File: config.mk
export PLATFORM = sky130hd
export DESIGN_NAME = branch_resolve
export DESIGN_NICKNAME = d
export VERILOG_FILES = /design/src/rtl/branch_resolve.sv
export SDC_FILE = /design/constraint.sdc
export NUM_CORES = 1
export LEC_CHECK = 0
export ABC_AREA = 1
export CAP_MARGIN = 20
export CORE_MARGIN = 5
export CORE_UTILIZATION = 35
export DETAILED_ROUTE_END_ITERATION = 10
export GPL_TIMING_DRIVEN = 1
export PLACE_DENSITY = 0.81
export SLEW_MARGIN = 20
export SYNTH_ARGS = -nofsm -noshare
export SYNTH_HDL_FRONTEND = slang
export SYNTH_SLANG_ARGS = --single-unit
File: constraint.sdc
create_clock -name clk -period 2.4 [get_ports clk]
set_input_delay 0.48 -clock clk [delete_from_list [all_inputs] [get_ports clk]]
set_output_delay 0.48 -clock clk [all_outputs]
set_load 0.02 [all_outputs]
File: src/rtl/branch_resolve.sv
// branch_resolve: IF/ID pipeline register plus decode-stage branch resolution.
// Drives next-PC controls back to fetch, squashes the wrong-path slot after a
// taken branch and holds fetch while a B.cond waits for valid flags.
// Optional feature: define BRANCH_STATS_EN to add br_count / br_taken_count.
//
// state      | meaning
// -----------+---------------------------------------------------------------
// RUN        | normal flow; ID instruction resolves this cycle
// WAIT_FLAGS | B.cond parked in ID until flags_valid rises
// SQUASH     | ID holds the bubble that replaced the wrong-path fetch
module branch_resolve #(
    parameter logic [31:0] NOP_WORD = 32'h0000_0000
) (
    input  logic        clk,
    input  logic        reset,
    input  logic [31:0] instruction,
    input  logic [63:0] PCaddr_IF,
    input  logic        stall_in,
    input  logic [3:0]  flags,
    input  logic        flags_valid,
    input  logic        zero_reg,
    output logic [31:0] instr_ID,
    output logic        valid_ID,
    output logic [63:0] PCaddr_Reg,
    output logic [1:0]  BrTaken,
    output logic        UncondBr,
    output logic [18:0] CondAddr19,
    output logic [25:0] BrAddr26,
    output logic        pc_hold
`ifdef BRANCH_STATS_EN
    ,
    output logic [31:0] br_count,
    output logic [31:0] br_taken_count
`endif
);

    typedef enum logic [1:0] {
        RUN        = 2'd0,
        WAIT_FLAGS = 2'd1,
        SQUASH     = 2'd2
    } state_t;

    localparam logic [1:0] SEL_SEQ = 2'b00;
    localparam logic [1:0] SEL_REL = 2'b01;
    localparam logic [1:0] SEL_REG = 2'b10;

    state_t state, state_next;

    logic is_uncond, is_cbz, is_bcond, is_br;
    logic cond_true;
    logic flag_n, flag_z, flag_c, flag_v;
    logic hold_ifid, squash_ifid, resolved;
    logic [1:0] br_sel;

    assign CondAddr19 = instr_ID[23:5];
    assign BrAddr26   = instr_ID[25:0];
    assign {flag_n, flag_z, flag_c, flag_v} = flags;

    // Opcode decode of the registered ID slot; a bubble decodes as nothing.
    always_comb begin
        is_uncond = valid_ID && ((instr_ID[31:26] == 6'b000101) ||
                                 (instr_ID[31:26] == 6'b100101));
        is_cbz    = valid_ID && (instr_ID[31:24] == 8'b1011_0100);
        is_bcond  = valid_ID && (instr_ID[31:24] == 8'b0101_0100);
        is_br     = valid_ID && (instr_ID[31:21] == 11'b110_1011_0000);
    end

    // Condition-code evaluation for B.cond; code 1111 behaves as always.
    always_comb begin
        cond_true = 1'b0;
        case (instr_ID[3:0])
            4'h0:    cond_true = flag_z;
            4'h1:    cond_true = !flag_z;
            4'h2:    cond_true = flag_c;
            4'h3:    cond_true = !flag_c;
            4'h4:    cond_true = flag_n;
            4'h5:    cond_true = !flag_n;
            4'h6:    cond_true = flag_v;
            4'h7:    cond_true = !flag_v;
            4'h8:    cond_true = flag_c && !flag_z;
            4'h9:    cond_true = !flag_c || flag_z;
            4'hA:    cond_true = (flag_n == flag_v);
            4'hB:    cond_true = (flag_n != flag_v);
            4'hC:    cond_true = !flag_z && (flag_n == flag_v);
            4'hD:    cond_true = flag_z || (flag_n != flag_v);
            default: cond_true = 1'b1;
        endcase
    end

    // Next-state and next-PC control: reset, then stall, then flag wait, then resolve.
    always_comb begin
        state_next  = state;
        br_sel      = SEL_SEQ;
        UncondBr    = 1'b0;
        pc_hold     = 1'b0;
        hold_ifid   = 1'b0;
        squash_ifid = 1'b0;
        resolved    = 1'b0;
        if (reset) begin
            state_next = RUN;
        end else if (stall_in) begin
            pc_hold   = 1'b1;
            hold_ifid = 1'b1;
        end else if (is_bcond && !flags_valid) begin
            pc_hold    = 1'b1;
            hold_ifid  = 1'b1;
            state_next = WAIT_FLAGS;
        end else begin
            resolved = is_uncond || is_cbz || is_bcond || is_br;
            if (is_uncond) begin
                br_sel   = SEL_REL;
                UncondBr = 1'b1;
            end else if ((is_cbz && zero_reg) || (is_bcond && cond_true)) begin
                br_sel = SEL_REL;
            end else if (is_br) begin
                br_sel = SEL_REG;
            end
            if (br_sel != SEL_SEQ) begin
                squash_ifid = 1'b1;
                state_next  = SQUASH;
            end else begin
                state_next = RUN;
            end
        end
        BrTaken = br_sel;
    end

    // State register and IF/ID pipeline register; a taken branch loads a bubble.
    always_ff @(posedge clk) begin
        if (reset) begin
            state      <= RUN;
            valid_ID   <= 1'b0;
            instr_ID   <= NOP_WORD;
            PCaddr_Reg <= 64'd0;
        end else begin
            state <= state_next;
            if (squash_ifid) begin
                valid_ID   <= 1'b0;
                instr_ID   <= NOP_WORD;
                PCaddr_Reg <= PCaddr_IF;
            end else if (!hold_ifid) begin
                valid_ID   <= 1'b1;
                instr_ID   <= instruction;
                PCaddr_Reg <= PCaddr_IF;
            end
        end
    end

`ifdef BRANCH_STATS_EN
    // Branch statistics, counted on the edge where the branch leaves ID.
    always_ff @(posedge clk) begin
        if (reset) begin
            br_count       <= 32'd0;
            br_taken_count <= 32'd0;
        end else if (resolved) begin
            br_count <= br_count + 32'd1;
            if (br_sel != SEL_SEQ) begin
                br_taken_count <= br_taken_count + 32'd1;
            end
        end
    end
`endif

endmodule

## Word-level counts from Yosys, hierarchy flattened

Cells that the tools add are included.

| word-level totals | value |
|---|---|
| input bits | 105 |
| flip-flop bits (word level) | 97 |
| word-level logic and storage cells | 68 |
| output and inout port bits | 146 |

| cells by class | value |
|---|---|
| reduce and logical (&&, ||, !) cells | 21 |
| equal/unequal tests | 21 |
| mux-type cells | 23 |

Operators with widths:

| kind | number |
|---|---|
| two-way mux 64 bit | 2 |
| equality test 4 bit, second input constant | 6 |
| two-way mux 2 bit | 9 |
| equality test 4 x 3 -> 1 bit, second input constant | 4 |
| case mux 1 bit (14 select lines) | 1 |
| equality test 11 bit, second input constant | 1 |
| two-way mux 1 bit | 11 |
| logical AND 1 bit | 9 |
| equality test 4 x 2 -> 1 bit, second input constant | 2 |
| equality test 8 x 7 -> 1 bit, second input constant | 1 |
| equality test 8 bit, second input constant | 1 |
| equality test 6 x 3 -> 1 bit, second input constant | 1 |
| equality test 6 bit, second input constant | 1 |
| logical NOT 1 bit | 5 |
| equality test 4 x 1 -> 1 bit, second input constant | 1 |
| logical NOT 4 bit | 1 |
| logical OR 1 bit | 4 |
| != test 2 x 1 -> 1 bit, second input constant | 1 |
| nonzero test 2 bit | 1 |
| OR reduction 2 bit | 1 |
| equality test 1 bit | 1 |
| != test 1 bit | 1 |

## Longest topological paths before layout

| logic depth | value |
|---|---|
| word-level depth | 16 |
| depth in mapped cells | 13 |
| mapped depth without buffers | 12 |

## Least setup slack after synthesis

OpenSTA, ideal clock, no wires.

| path | value |
|---|---|
| path type | register to output |
| start | reg instr_ID[1] |
| end | out BrTaken[0] |
| buffers on the path | 1 |
| arrival | 1.496 ns |
| cell stages (with the launch flop) | 12 |
| slack | 0.424 ns |
| required time | 1.920 ns |
| path through | dfxtp_1 buf_2 inv_2 nand2_1 nand2_1 nand2_1 nand2_1 nor2_1 nor2_1 nand2_1 nand2_1 a21oi_1 |

| on the way | value |
|---|---|
| cells in the longest elaborated chain, start to end | 12 |
| elaborated cells on any way between the ends | 25 |
| those cells by class | eq/ne: 13; mux: 9; reduce/logical: 3 |

RTL lines:

| what | line | text |
|---|---|---|
| from (decl) | 22 | `output logic [31:0] instr_ID,` |
| from (signal assigned) | 143 | `instr_ID <= instruction;` |
| equality test 4 bit, or another cell as far along | 71 | `case (instr_ID[3:0])` |
| case mux 1 bit (14 select lines) (*) | 71 |  |
| logical AND 1 bit (*) | 113 | `end else if ((is_cbz && zero_reg) \|\| (is_bcond && cond_true)) begin` |
| logical OR 1 bit (*) | 113 |  |
| two-way mux 2 bit (*) | 113 |  |
| two-way mux 2 bit (*) | 110 | `if (is_uncond) begin` |
| two-way mux 2 bit (*) | 104 | `end else if (is_bcond && !flags_valid) begin` |
| two-way mux 2 bit (*) | 101 | `end else if (stall_in) begin` |
| two-way mux 2 bit (*) | 99 | `if (reset) begin` |
| two-way mux 2 bit (*) | 104 |  |
| two-way mux 2 bit (*) | 101 |  |
| two-way mux 2 bit (*) | 99 |  |
| to (decl) | 25 | `output logic [1:0] BrTaken,` |

Every way passes the cells marked *; elsewhere a longest branch is shown, timed or not. The select of a mux whose other input is x is not followed.

## Final worst setup path

| path | value |
|---|---|
| start | in flags[2] |
| end | out BrTaken[0] |

| on the way | value |
|---|---|
| cells in the longest elaborated chain, start to end | 13 |
| elaborated cells on any way between the ends | 16 |
| those cells by class | mux: 9; reduce/logical: 7 |

RTL lines:

| what | line | text |
|---|---|---|
| from (decl) | 19 | `input logic [3:0] flags,` |
| logical NOT 1 bit | 73, 80, 84 |  |
| logical AND 1 bit (on tied branches) | 84, 80 |  |
| case mux 1 bit (14 select lines) (*) | 71 |  |
| logical AND 1 bit (*) | 113 |  |
| logical OR 1 bit (*) | 113 |  |
| two-way mux 2 bit (*) | 113 |  |
| two-way mux 2 bit (*) | 110 |  |
| two-way mux 2 bit (*) | 104 |  |
| two-way mux 2 bit (*) | 101 |  |
| two-way mux 2 bit (*) | 99 |  |
| two-way mux 2 bit (*) | 104 |  |
| two-way mux 2 bit (*) | 101 |  |
| two-way mux 2 bit (*) | 99 |  |

Marks and branches as above.

==> flow_metrics.env <==
export IMPL_post_route_period_util=0.9505
export IMPL_drtIter0Drc=187
export IMPL_final_setup_viol_count=0
export IMPL_viasPerCell=4.572
export IMPL_synth_edf_count=0
export IMPL_core_um2=11960
export IMPL_grt_max_degree=65
export IMPL_portBuffers=250
export IMPL_yosysTopAreaCell="dfxtp_1"
export IMPL_synth_seq_cells=97
export IMPL_syn_instance_count=613
export IMPL_startpoint_type="input pin"
export IMPL_stdcell_area_um2=6925
export IMPL_async_flop_share=0
export IMPL_die_y_um=120.2
export IMPL_clk_pin_slew_ns=0.06
export IMPL_max_freq_mhz=438.4
export IMPL_synth_avg_cell_area_um2=6.932
export IMPL_slew_violations=0
export IMPL_critPathKind="in2out"
export IMPL_status="finished clean"
export IMPL_antenna_found_initial=0
export IMPL_cts_sink_count=97
export IMPL_placementRows=40
export IMPL_place_congestion=0.8750
export IMPL_synth_main_ff_cell="dfxtp_1"
export IMPL_slew_headroom=0.5595
export IMPL_clk_path_buf_depth=2
export IMPL_seq_area_frac_synth=0.4570
export IMPL_drive_gt1_frac=0.06349
export IMPL_place_hpwl_um=10140
export IMPL_cts_tree="built"
export IMPL_cts_root_buffer="clkbuf_16"
export IMPL_grt_pass1_wl_um=21100
export IMPL_insertion_delay_ns=0.35
export IMPL_start_util=0.3552
export IMPL_dieArea_um2=14440
export IMPL_die_w_um=120.2
export IMPL_pwr_density_cell_nw_per_um2=604.7
export IMPL_yosysMostFrequentCell="nand2_1"
export IMPL_h_tree_depth=3
export IMPL_vias=4417
export IMPL_yosys_warnings=0
export IMPL_power_leakage_nw=3.205
export IMPL_syn2layout_area_growth_pct=62.99
export IMPL_synth_top_area_frac=0.4570
export IMPL_drtAntennaViolNets=0
export IMPL_place_area_um2=6643
export IMPL_hold_buffers=0
export IMPL_setup_ws_ns=0.1187
export IMPL_crit_arrival_ns=1.80
export IMPL_grtUsageTotal=0.1853
export IMPL_vdd_ir_drop_max_uv=425.8
export IMPL_maxCapViolCount=0
export IMPL_hold_viol=0
export IMPL_drt_total_wl_um=13460
export IMPL_final_nets=920
export IMPL_synthTopCellsByCount="nand2_1 (244), dfxtp_1 (97), nand3_1 (76), inv_1 (47), buf_4 (45)"
export IMPL_post_cts_buffers=0
export IMPL_grt_pass1_vias=4110
export IMPL_wl_per_cell_um=13.93
export IMPL_yosysUniqueCellTypes=18
export IMPL_worstPathRequired_ns=1.92
export IMPL_fin_crit_ns=2.281
export IMPL_num_io_pins=251
export IMPL_syn_num_nets=718
export IMPL_drt_pass1_iterations=4
export IMPL_antenna_cells=0
export IMPL_globalRouteOverflowTotal=0
export IMPL_syn_cell_area_um2=4249
export IMPL_synth_area_leaders="dfxtp_1 (46%), nand2_1 (22%), nand3_1 (9.0%)"
export IMPL_tightest_slew_ns=0.6607
export IMPL_skew_ns=0.008725
export IMPL_drc=0
export IMPL_rsz0062_at_grt="true"
export IMPL_place_ws_ns=-0.4451
export IMPL_cp_end_kind="output port"
export IMPL_cts_buffers=9
export IMPL_crit_fanout=3
export IMPL_worstHoldPathType="reg2reg"
## cells in the final DEF, fill, tap and decap left out
cell type and n:
nand2_1 243, a21oi_2 1, clkinvlp_4 2, nand3_1 76
nand3_2 1, nor3_2 1, inv_4 1, clkdlybuf4s50_1 244
nand2_4 1, clkinv_2 1, o21ai_1 7, clkbuf_16 9
inv_2 5, clkbuf_2 1, a21oi_1 36, dlymetal6s2s_1 2
buf_12 4, dlygate4sd2_1 1, clkinv_4 3, buf_4 19
nor2_1 14, nor4_1 1, dfxtp_2 3, inv_1 45
o21ai_0 1, nor3_1 3, dfxtp_1 94
## kinds of logic after synthesis
group | Yosys count | share of synthesized area
buffers and inverters | 131 | 0.1628
AND/OR/NAND/NOR | 340 | 0.3271
AO/OA/AOI/OAI | 45 | 0.05300
flip-flops | 97 | 0.4570
## final cells by class
class,count,area (µm²)
Fill cell,1104,5036
Timing Repair Buffer,271,2704
Sequential cell,97,1946
Multi-Input combinational cell,385,1627
Clock buffer,9,225.2
Inverter,51,193.9
Tap cell,147,183.9
Clock inverter,6,46.29
## path summary, 6_finish.rpt
path	from	end	slack, ns	cells past startpoint
worst min-delay path	PCaddr_Reg[6]	PCaddr_Reg[6]	0.44	2
worst max register to register	instr_ID[26]	instr_ID[2]	0.60	13
worst min register to register	PCaddr_Reg[6]	PCaddr_Reg[6]	0.44	2
worst max-delay path	flags[2]	BrTaken[0]	0.12	12
## worst max-delay path: stages
cell             delay [ns]
clkdlybuf4s50_1        0.50
inv_1                  0.05
nand2_1                0.07
nand2_1                0.05
nand2_1                0.05
nand2_1                0.04
nor2_1                 0.09
nor2_1                 0.05
nand2_1                0.07
nand2_1                0.08
a21oi_2                0.12
buf_4                  0.15
## metal layers
layer,GRT usage,up-vias,part of all wire
li1,-,2255,-
met1,0.1999,1948,0.38
met2,0.3073,195,0.46
met3,0.1048,19,0.14
met4,0.06013,0,0.019
met5,0,-,0
## state kept, by name, indices dropped and copies added (netlist names)
register and flops:
valid_ID 1, instr_ID 32, PCaddr_Reg 64
## where the power goes
| part | switching [W] | internal (W) |
|---|---|---|
| registers | 0.0000873 | 0.00172 |
| logic | 0.000514 | 0.000538 |
| clock network | 0.000627 | 0.000700 |
## metrics by stage
stage / setup TNS, ns / power [W] / hold slack (ns) / util / cells
after global placement: -0.4528 / 0.002892 / 0.4261 / 0.5553 / 951
final: 0 / 0.004188 / 0.4437 / 0.5790 / 966
after floorplan: 0 / 0.002374 / 0.5230 / - / 613
after detailed placement: -0.4639 / 0.002904 / 0.4316 / 0.5553 / 951
after global routing: -0.03110 / 0.004392 / 0.4560 / 0.5790 / 966
after CTS: 0 / 0.004237 / 0.4474 / 0.5774 / 966
## repair_timing
| action | in CTS | in global routing |
|---|---|---|
| setup endpoints to repair | 3 | 3 |
| pin swaps | 0 | 1 |
| gates resized for setup | 6 | 11 |
Note: power is estimated with default switching activity, not from simulation.
